===== src/rtl/memory_responder_pkg.sv =====
`default_nettype none
// +----------------------------------------------------------------------------+
// | Package     : types                                                        |
// | Description : Shared types for the snooping coherence bus, the crossbar    |
// |               and the memory-side directory.                               |
// |               Exports: bus_msg_t, xbar_msg_t, memory_state_t, mem_entry_t, |
// |               is_delay_state().                                            |
// | Revision    : 1.0 - initial release                                        |
// +----------------------------------------------------------------------------+
package types;

  localparam int NUM_CPUS       = 4;
  localparam int XLEN           = 6;
  localparam int CACHELINE_SIZE = 8;
  // One extra bit so an id can also name a non-CPU agent.
  localparam int CPU_ID_W       = $clog2(NUM_CPUS) + 1;

  typedef enum logic [1:0] {
    IDLE = 2'd0,
    GETS = 2'd1,
    GETM = 2'd2,
    PUTM = 2'd3
  } bus_tx_t;

  typedef enum logic [1:0] {
    NODATA    = 2'd0,
    DATA      = 2'd1,
    EXCLUSIVE = 2'd2,
    NODATAE   = 2'd3
  } xbar_msg_type_t;

  // MID / MSD / MEORMD are the transient states waiting on the crossbar.
  typedef enum logic [2:0] {
    MI     = 3'd0,
    MS     = 3'd1,
    MEORM  = 3'd2,
    MID    = 3'd3,
    MSD    = 3'd4,
    MEORMD = 3'd5
  } memory_state_t;

  typedef struct packed {
    logic                valid;
    bus_tx_t             bus_tx;
    logic [CPU_ID_W-1:0] source;
    logic [XLEN-1:0]     addr;
  } bus_msg_t;

  typedef struct packed {
    logic                      valid;
    logic                      memory_flag;
    xbar_msg_type_t            msg_type;
    logic [CPU_ID_W-1:0]       destination;
    logic [XLEN-1:0]           addr;
    logic [CACHELINE_SIZE-1:0] data;
  } xbar_msg_t;

  typedef struct packed {
    memory_state_t             state;
    logic [CACHELINE_SIZE-1:0] data;
    logic [$clog2(NUM_CPUS):0] owner;
    logic [NUM_CPUS-1:0]       sharers;
  } mem_entry_t;

  function automatic logic is_delay_state(memory_state_t s);
    return (s == MID) || (s == MSD) || (s == MEORMD);
  endfunction

endpackage : types
`default_nettype wire


===== src/rtl/memory_responder_directory.sv =====
`default_nettype none
// +----------------------------------------------------------------------------+
// | Module      : memory_directory                                             |
// | Description : Per-block directory storage. One combinational read port     |
// |               addressed by the bus request, one full-entry write port for  |
// |               request-driven updates and a narrow completion update path.  |
// |               When both target the same block the full-entry write wins,   |
// |               because the caller already folded the completion into it.    |
// | Ports       : clk, rst_n (async, active-low)                               |
// |               i_rd_addr / o_rd_entry      - request read port              |
// |               i_wr_en / i_wr_addr / i_wr_entry - request write port        |
// |               i_cpl_*                     - completion update              |
// | Revision    : 1.0 - initial release                                        |
// +----------------------------------------------------------------------------+
module memory_directory
  import types::*;
#(
  parameter int NUM_BLOCKS = 2**XLEN
) (
  input  logic                      clk,
  input  logic                      rst_n,
  input  logic [XLEN-1:0]           i_rd_addr,
  output mem_entry_t                o_rd_entry,
  input  logic                      i_wr_en,
  input  logic [XLEN-1:0]           i_wr_addr,
  input  mem_entry_t                i_wr_entry,
  input  logic                      i_cpl_en,
  input  logic [XLEN-1:0]           i_cpl_addr,
  input  memory_state_t             i_cpl_state,
  input  logic                      i_cpl_data_en,
  input  logic [CACHELINE_SIZE-1:0] i_cpl_data,
  input  logic                      i_cpl_clr_owner
);

  mem_entry_t r_mem [NUM_BLOCKS];

  assign o_rd_entry = r_mem[i_rd_addr];

  always_ff @(posedge clk or negedge rst_n) begin
    if (!rst_n) begin
      for (int i = 0; i < NUM_BLOCKS; i++) begin
        r_mem[i] <= '0;
      end
    end else begin
      if (i_cpl_en) begin
        r_mem[i_cpl_addr].state <= i_cpl_state;
        if (i_cpl_data_en) begin
          r_mem[i_cpl_addr].data <= i_cpl_data;
        end
        if (i_cpl_clr_owner) begin
          r_mem[i_cpl_addr].owner <= '0;
        end
      end
      if (i_wr_en) begin
        r_mem[i_wr_addr] <= i_wr_entry;
      end
    end
  end

endmodule : memory_directory
`default_nettype wire


===== src/rtl/memory_responder.sv =====
`default_nettype none
// +----------------------------------------------------------------------------+
// | Module      : memory_responder                                             |
// | Description : Memory endpoint of the snooping bus. Applies directory       |
// |               transitions for ordered bus requests, absorbs writebacks /   |
// |               forwards from the crossbar, stalls requests to blocks that   |
// |               wait on data, and returns registered crossbar responses.     |
// | Ports       : clk, rst_n      - clock, async active-low reset              |
// |               bus_msg_i       - ordered bus request                        |
// |               bus_stall_o     - hold request (combinational)               |
// |               xbar_i          - crossbar input (memory_flag qualified)     |
// |               xbar_o          - registered response to a requestor         |
// | Revision    : 1.0 - initial release                                        |
// +----------------------------------------------------------------------------+
module memory_responder #(
  parameter int NUM_CPUS   = types::NUM_CPUS,
  parameter int NUM_BLOCKS = 2**types::XLEN
) (
  input  logic            clk,
  input  logic            rst_n,
  input  types::bus_msg_t  bus_msg_i,
  output logic            bus_stall_o,
  input  types::xbar_msg_t xbar_i,
  output types::xbar_msg_t xbar_o
);
  import types::*;

  mem_entry_t          w_rd_entry;
  mem_entry_t          w_cur;
  mem_entry_t          w_next;
  logic                w_req;
  logic                w_accept;
  logic                w_wr_en;
  logic                w_set_pend;
  logic                w_cpl_hit;
  logic                w_cpl_data_en;
  logic                w_cpl_clr_owner;
  memory_state_t       w_cpl_state;
  logic [NUM_CPUS-1:0] w_src_bit;
  logic [NUM_CPUS-1:0] w_own_bit;
  xbar_msg_t           w_rsp;

  // Only one block may be waiting on the crossbar at a time, so its address
  // and transient state live here rather than needing a second read port.
  logic                r_pend_valid;
  logic [XLEN-1:0]     r_pend_addr;
  memory_state_t       r_pend_state;
  xbar_msg_t           r_xbar;

  memory_directory #(
    .NUM_BLOCKS (NUM_BLOCKS)
  ) u_directory (
    .clk             (clk),
    .rst_n           (rst_n),
    .i_rd_addr       (bus_msg_i.addr),
    .o_rd_entry      (w_rd_entry),
    .i_wr_en         (w_wr_en),
    .i_wr_addr       (bus_msg_i.addr),
    .i_wr_entry      (w_next),
    .i_cpl_en        (w_cpl_hit),
    .i_cpl_addr      (r_pend_addr),
    .i_cpl_state     (w_cpl_state),
    .i_cpl_data_en   (w_cpl_data_en),
    .i_cpl_data      (xbar_i.data),
    .i_cpl_clr_owner (w_cpl_clr_owner)
  );

  // Completion decode: only the message type the pending block waits for
  // resolves it; anything else flagged for memory is dropped.
  always_comb begin
    w_cpl_hit       = 1'b0;
    w_cpl_state     = r_pend_state;
    w_cpl_data_en   = 1'b0;
    w_cpl_clr_owner = 1'b0;
    if (xbar_i.valid && xbar_i.memory_flag && r_pend_valid &&
        (xbar_i.addr == r_pend_addr)) begin
      case (r_pend_state)
        MSD: begin
          if (xbar_i.msg_type == DATA) begin
            w_cpl_hit     = 1'b1;
            w_cpl_state   = MS;
            w_cpl_data_en = 1'b1;
          end
        end
        MID: begin
          if (xbar_i.msg_type == DATA) begin
            w_cpl_hit       = 1'b1;
            w_cpl_state     = MI;
            w_cpl_data_en   = 1'b1;
            w_cpl_clr_owner = 1'b1;
          end
        end
        MEORMD: begin
          if (xbar_i.msg_type == NODATA) begin
            w_cpl_hit   = 1'b1;
            w_cpl_state = MEORM;
          end
        end
        default: ;
      endcase
    end
  end

  // The request sees the entry as it stands after this cycle's completion.
  always_comb begin
    w_cur = w_rd_entry;
    if (w_cpl_hit && (bus_msg_i.addr == r_pend_addr)) begin
      w_cur.state = w_cpl_state;
      if (w_cpl_data_en) begin
        w_cur.data = xbar_i.data;
      end
      if (w_cpl_clr_owner) begin
        w_cur.owner = '0;
      end
    end
  end

  assign w_src_bit = NUM_CPUS'(1) << bus_msg_i.source;
  assign w_own_bit = NUM_CPUS'(1) << w_cur.owner;

  assign w_req       = bus_msg_i.valid && (bus_msg_i.bus_tx != IDLE);
  assign bus_stall_o = w_req && is_delay_state(w_cur.state);
  assign w_accept    = w_req && !is_delay_state(w_cur.state);

  always_comb begin
    w_next  = w_cur;
    w_wr_en = 1'b0;
    w_rsp   = '0;
    if (w_accept) begin
      case (bus_msg_i.bus_tx)
        GETS: begin
          case (w_cur.state)
            MI: begin
              w_rsp.valid    = 1'b1;
              w_rsp.msg_type = EXCLUSIVE;
              w_next.state   = MEORM;
              w_next.owner   = bus_msg_i.source;
              w_next.sharers = '0;
              w_wr_en        = 1'b1;
            end
            MS: begin
              w_rsp.valid    = 1'b1;
              w_rsp.msg_type = DATA;
              w_next.sharers = w_cur.sharers | w_src_bit;
              w_wr_en        = 1'b1;
            end
            MEORM: begin
              // Owner supplies the data; memory waits for its copy.
              w_next.state   = MSD;
              w_next.sharers = w_cur.sharers | w_own_bit | w_src_bit;
              w_wr_en        = 1'b1;
            end
            default: ;
          endcase
        end
        GETM: begin
          case (w_cur.state)
            MI, MS: begin
              w_rsp.valid    = 1'b1;
              // An existing sharer is upgrading and already holds the line.
              w_rsp.msg_type = ((w_cur.state == MS) && ((w_cur.sharers & w_src_bit) != '0))
                               ? NODATA : DATA;
              w_next.state   = MEORM;
              w_next.owner   = bus_msg_i.source;
              w_next.sharers = '0;
              w_wr_en        = 1'b1;
            end
            MEORM: begin
              w_next.state = MEORMD;
              w_next.owner = bus_msg_i.source;
              w_wr_en      = 1'b1;
            end
            default: ;
          endcase
        end
        PUTM: begin
          if ((w_cur.state == MEORM) && (w_cur.owner == bus_msg_i.source)) begin
            w_next.state = MID;
            w_wr_en      = 1'b1;
          end
        end
        default: ;
      endcase
      if (w_rsp.valid) begin
        w_rsp.destination = bus_msg_i.source;
        w_rsp.addr        = bus_msg_i.addr;
        w_rsp.data        = (w_rsp.msg_type == NODATA) ? '0 : w_cur.data;
      end
    end
  end

  assign w_set_pend = w_wr_en && is_delay_state(w_next.state);

  always_ff @(posedge clk or negedge rst_n) begin
    if (!rst_n) begin
      r_pend_valid <= 1'b0;
      r_pend_addr  <= '0;
      r_pend_state <= MI;
    end else if (w_set_pend) begin
      r_pend_valid <= 1'b1;
      r_pend_addr  <= bus_msg_i.addr;
      r_pend_state <= w_next.state;
    end else if (w_cpl_hit) begin
      r_pend_valid <= 1'b0;
    end
  end

  always_ff @(posedge clk or negedge rst_n) begin
    if (!rst_n) begin
      r_xbar <= '0;
    end else begin
      r_xbar <= w_rsp;
    end
  end

  assign xbar_o = r_xbar;

endmodule : memory_responder
`default_nettype wire


===== config.mk =====
export PLATFORM = sky130hd
export DESIGN_NAME = memory_responder
export DESIGN_NICKNAME = d
export VERILOG_FILES = /design/src/rtl/memory_responder_pkg.sv /design/src/rtl/memory_responder_directory.sv /design/src/rtl/memory_responder.sv
export SDC_FILE = /design/constraint.sdc
export NUM_CORES = 2
export LEC_CHECK = 0
export BUFFER_PORTS_ARGS = -buffer_cell sky130_fd_sc_hd__buf_2
export CORE_ASPECT_RATIO = 1.75
export CORE_UTILIZATION = 64
export DETAILED_ROUTE_END_ITERATION = 6
export HOLD_SLACK_MARGIN = 0.08
export PLACE_DENSITY = 0.78
export SYNTH_ARGS = -nofsm -noshare
export SYNTH_HDL_FRONTEND = slang
export SYNTH_HIERARCHICAL = 1
export SYNTH_SLANG_ARGS = --single-unit

===== constraint.sdc =====
create_clock -name clk -period 4.35 [get_ports clk]
set_input_delay 0.2175 -clock clk [delete_from_list [all_inputs] [get_ports clk]]
set_output_delay 0.2175 -clock clk [all_outputs]
set_load 0.005 [all_outputs]

* After elaboration in Yosys (flattened, before gate mapping)
Index checks and enable logic that the tools add are counted.
Storage, ports and cells: register bits 1182, bits in latches 0, RAM bits 0, bits in read-only memories 0, bits of input ports 35, output and inout port bits 22, logic and storage cells 386, memories 0
Operators by class: add/subtract/negate cells 0, $mul 0, div/mod/pow operators 0, order comparisons 4, equality and inequality tests 18, shift operators 2, mux-type cells 65, bitwise gates (word level) 6, reduce and logical (&&, ||, !) cells 27
Operator list (count):
- 1152-bit two-way mux | 5
- 1152-bit bitwise mux | 4
- 18-bit demux with 6-bit select | 4
- 18-bit binary-select mux with 6-bit select | 1
- 18-bit two-way mux | 4
- 3-bit two-way mux | 9
- 19-bit two-way mux | 1
- 3-bit equality test, second input constant | 6
- 1-bit two-way mux | 18
- 3-bit one-hot mux with 3 select lines | 2
- 17-bit two-way mux | 1
- 8-bit two-way mux | 2
- 15-bit two-way mux | 1
- 7-bit >= comparator, second input constant | 2
- 7-bit by 1-bit less-than comparator with 1-bit output, second input constant | 2
- 14-bit two-way mux | 1
- 7-bit two-way mux | 2
- 6-bit inverter with 7-bit output | 2
- 7-bit one-hot mux with 2 select lines | 1
- 3-bit by 2-bit equality test with 1-bit output, second input constant | 4
- 6-bit equality test | 2
- 1-bit logical AND | 12
- 4-bit OR | 3
- 3-bit one-hot mux with 2 select lines | 2
- 19 further kinds | 31

* Depth between registers and ports, before layout
depth after elaboration 17, mapped depth 24, depth with buffers taken out 16

* Hierarchy
The synthesis kept the hierarchy.
By module, submodules not included:
- memory_directory | times used 1, cells each 5423, area an instance 59424.5 µm², sequential area each 28827.6 µm²
- memory_responder | times used 1, cells each 252, area an instance 2301.0 µm², sequential area each 750.7 µm²

* Least setup slack after synthesis
OpenSTA, ideal clock, no wires.
kind input to register, from input bus_msg_i[0] in the netlist's numbering, to register u_directory/r_mem[476] in the netlist's numbering, library setup time 142 ps, data arrival time 4183 ps, required time 4208 ps, slack 25 ps, cell stages on the path 20, buffers on the path 8, path through clkbuf_2 buf_6 buf_6 buf_4 mux4_2 mux4_2 o21ai_1 o31ai_1 clkbuf_1 nor2_1 nand2_1 mux2i_1 and4b_1 or2_2 clkbuf_1 clkbuf_1 nand3_1 nor2_1 clkbuf_1 o32ai_1
RTL lines:
- start, declared | RTL line memory_responder.sv:21 | input types::bus_msg_t bus_msg_i,
- end signal, assigned by index | RTL line memory_responder_directory.sv:55 | r_mem[i_wr_addr] <= i_wr_entry;
- end, declared | RTL line memory_responder_directory.sv:35 | mem_entry_t r_mem [NUM_BLOCKS];

==> impl_metrics.py <==
metrics = {
    "setup_path": {
        "cp_slowest_stage_delay_ps": 560,
        "crit_type": "reg -> reg",
        "worstRegToRegCells": 16,
        "crit_arrival_ps": 4970,
        "cp_slowest_cell": "sky130_fd_sc_hd__mux4_2",
        "critical-path-top-cell-by-count": "sky130_fd_sc_hd__buf_4",
        "worstPathCellList": "mux4_2 -> mux4_2 -> o21ai_4 -> buf_4 -> o31ai_1 -> buf_4 -> buf_4 -> nor2_1 -> a211oi_2 -> a31o_2 -> a21oi_1 -> a41oi_1 -> a22o_2 -> inv_1 -> buf_12 -> o21ai_0",
        "worstPathRequired_ps": 4940,
        "setup.worst_path.end_class": "register",
        "worst-path-max-fanout": 18,
        "cp-start-kind": "register",
    },
    "floorplan": {
        "die-area_um2": 97700,
        "die-height_um": 413,
        "initial_core_util_pct": 64.6,
        "pin_count": 57,
        "die-width_um": 237,
        "core_region_area_um2": 95500,
        "core.rowCount": 150,
    },
    "job": {
        "max_cap_violations": 1,
    },
    "routing": {
        "remaining_drc_errors": 0,
        "detail_route.iter0.violations": 6632,
        "antenna_left": 0,
        "routedWlPerCell_um": 30.2,
        "drtPass1Iterations": 6,
        "detailroute.via_count": 51100,
        "drt_wirelength_um": 217000,
        "drt-vias-per-instance": 7.12,
    },
    "pwr": {
        "power_frac_comb_pct": 15.5,
        "power.clock.fraction_pct": 38.4,
        "p_sw_share_pct": 28.6,
        "share_seq_of_total_power_pct": 46.1,
        "cellPowerDensity_nw_per_um2": 360,
        "power.switching_mw": 7.37,
        "totalPowerFinal_mw": 25.8,
        "power.internal_mw": 18.4,
        "power.ir.vdd_worst_mv": 0.369,
        "power.static_leakage_nw": 34.9,
    },
    "yosys": {
        "yosysWarnings": 6,
        "synthesis.area_um2": 61700,
        "most_used_dff_post_synth": "sky130_fd_sc_hd__dfrtp_1",
        "syn_avg_cell_area_um2": 10.9,
        "yosysSeqAreaShare_pct": 47.9,
        "synth_cells": 5675,
        "count_of_flip_flops_with_a_built_in_enable_after_synthesis": 0,
        "postSynthNetCount": 5714,
        "fraction_of_registers_with_async_set_or_reset_after_synthesis_pct": 100,
        "synth.ff_latch_count": 1182,
        "synth.lib_cells_used.distinct": 84,
    },
    "sta": {
        "drv_slew": 8,
        "max_freq_mhz": 229,
        "rsz0062_at_grt": "true",
        "timing.max_slew.rel_slack_pct": -8.44,
        "finalSetupTns_ps": -41.7,
        "clock_skew_ps": 26.5,
        "final.min_clock_period_ps": 4380,
        "final.setup.worst_slack_ps": -26.1,
        "tightestPinTransition_ps": 1620,
        "final-hold-violation-count": 0,
        "final_min_period_over_clock_period_pct": 101,
        "final_setup_vio_count": 3,
    },
    "place": {
        "place.gp.congestion": 1.01,
        "placed_cells": 6957,
        "port_buffers": 52,
        "dp.final_hpwl_um": 143000,
    },
    "finish": {
        "flow.area_growth_from_synthesis_pct": 15.9,
        "layout_commonest_cell": "sky130_fd_sc_hd__dfrtp_1",
        "nets": 5915,
        "post_layout_nonfiller_instances": 7183,
        "most-common-layout-cells": "sky130_fd_sc_hd__dfrtp_1, sky130_fd_sc_hd__nand2_1, sky130_fd_sc_hd__mux2i_1",
        "final_layout_size_suffix_gt1_share_pct": 23.8,
        "fillerInstances": 5992,
    },
    "global_routing": {
        "grt_start_max_net_pins": 130,
        "first_global_vias": 51300,
        "antenna_found_initial": 11,
        "wire_length_of_the_first_global_routing_pass_um": 319000,
        "total_congestion_overflow_after_global_routing": 0,
        "globalRouteTotalUtil_pct": 44.1,
    },
    "outcome": {
        "violated_checks": "max-capacitance violations, max-slew violations, negative setup slack",
        "outcome": "complete, but fails checks",
    },
    "min_path": {
        "holdCritPathClass": "in -> async",
    },
    "clock_tree": {
        "clock_sinks": 1182,
        "clock_transition_at_the_registers_of_the_reported_paths_ps": 70,
        "clkLatencyLatePin_ps": 740,
        "ctsRootBufferMaster": "sky130_fd_sc_hd__clkbuf_16",
        "ctsHtreeMaxLevel": 3,
        "cts_buffer_depth": 3,
        "cts_tree": "done",
        "cts-buffers-inserted": 103,
    },
}
through the flow:
stage | utilization (%) | instance area [um2] | setup slack [ps] | hold WS [ps]
6_report | 74.9 | 71500 | -26.1 | 70.7
5_1_grt | 74.8 | 71500 | -76.9 | 116
4_1_cts | 74.2 | 70900 | 5.39 | 89.0
3_5_place_dp | 70.1 | 67000 | -505 | 283
3_3_place_gp | 70.1 | 67000 | -466 | 296
2_1_floorplan | - | 61700 | 24.6 | -78.1
logic make-up after synthesis:
| kind of cell | Yosys count | share of synthesized area, % |
|---|---|---|
| flops | 1182 | 47.9 |
| buf+inv | 552 | 3.84 |
| simple gates | 1578 | 11.1 |
| mux | 1213 | 26.1 |
| fa+ha+maj | 4 | 0.0811 |
| compound gates | 1130 | 10.6 |
| other cells | 1 | 0.00608 |
| xor+xnor | 15 | 0.213 |
Yosys cell counts, types with 8 or more instances:
cell                       number  area (um2)
sky130_fd_sc_hd__dfrtp_1     1182       29600
sky130_fd_sc_hd__mux2i_1      753        7540
sky130_fd_sc_hd__o31ai_1       15         113
sky130_fd_sc_hd__nand3b_1      10        75.1
sky130_fd_sc_hd__nor2_4        20         225
sky130_fd_sc_hd__and3_1        31         194
sky130_fd_sc_hd__buf_1         37         139
sky130_fd_sc_hd__a22oi_1       14         105
sky130_fd_sc_hd__a22o_1        96         841
sky130_fd_sc_hd__mux4_2       302        6800
sky130_fd_sc_hd__nand2_1     1025        3850
sky130_fd_sc_hd__a31oi_1        8        50.1
sky130_fd_sc_hd__nand2_2       14        87.6
sky130_fd_sc_hd__xnor2_1       13         114
sky130_fd_sc_hd__o21ai_0      577        2890
sky130_fd_sc_hd__nor2_2        27         169
sky130_fd_sc_hd__nor2_1       193         724
sky130_fd_sc_hd__a211oi_1      21         158
sky130_fd_sc_hd__buf_6          9         101
sky130_fd_sc_hd__o22ai_1      105         657
sky130_fd_sc_hd__buf_4         26         195
sky130_fd_sc_hd__o221ai_1      31         272
sky130_fd_sc_hd__nand3_1      125         626
sky130_fd_sc_hd__clkbuf_1     360        1350
sky130_fd_sc_hd__nand2b_1      13        81.3
sky130_fd_sc_hd__and2_1        12        75.1
sky130_fd_sc_hd__inv_1         12        45.0
sky130_fd_sc_hd__mux2_2       149        1680
sky130_fd_sc_hd__nor2b_1       30         188
sky130_fd_sc_hd__a21oi_1      174         871
sky130_fd_sc_hd__o21ai_1       53         265
sky130_fd_sc_hd__buf_2        107         536
sky130_fd_sc_hd__nor3_1        23         115
sequential cells by signal, indices dropped and copies added (netlist names):
name and count:
r_pend_state 3, u_directory/r_mem 1152, r_pend_valid 1, r_pend_addr 6, xbar_o 20
worst max-delay path: cells and delay by family (launching register included):
| family | cells | cell delay (ps) |
|---|---|---|
| mux | 2 | 1060 |
| compound gates | 8 | 1700 |
| flops | 1 | 400 |
| simple gates | 1 | 160 |
| buf+inv | 5 | 880 |
worst paths after layout:
path	start	end	slack (ps)
min in group clk	bus_msg_i[2]	xbar_o[10]	130
worst max register to register	u_directory/r_mem[232]	u_directory/r_mem[166]	-30
worst min register to register	u_directory/r_mem[254]	u_directory/r_mem[254]	480
worst min-delay path	rst_n	u_directory/r_mem[97]	70
max in group asynchronous	rst_n	u_directory/r_mem[437]	2890
worst max-delay path	u_directory/r_mem[232]	u_directory/r_mem[166]	-30
timing repair:
| action | CTS | global route |
|---|---|---|
| setup buffers | 4 | 6 |
| setup endpoints to repair | 1052 | 654 |
| hold buffers | 8 | 0 |
| cloned | 4 | 10 |
| pin swaps | 4 | 6 |
| resized for setup | 23 | 80 |
| endpoints found under the hold margin | 105 | 0 |
metal layers:
layer  vias up  GRT usage (%)  wire [um]  part of all wire [%]
li1      20700              -          -                     -
met1     25400           51.5      71100                    33
met2      3836           68.9      99700                    46
met3      1119           10.5      24100                    11
met4         6           37.8      21800                    10
met5         -              0         39                 0.018
final cells by class:
cell class,instances,area (um2),area share (%)
diodes,7,17.5,0.0245
clock buffers,147,3010,4.21
clock inverters,42,571,0.798
inverters,12,45.0,0.0630
multi-input cells,3941,30300,42.3
flip-flops and latches,1182,29600,41.4
well taps,1216,1520,2.13
repair buffers,636,6510,9.10
power by group through the flow:
stage,Combinational [mW],Clock (mW),Sequential (mW)
after floorplan,2.14,0,11.9
after global placement,3.64,0,12.0
after detailed placement,3.74,0,12.1
after CTS,3.79,9.90,11.9
after global routing,4.12,10.3,11.9
final,3.99,9.89,11.9
(Power assumes the default switching activity.)
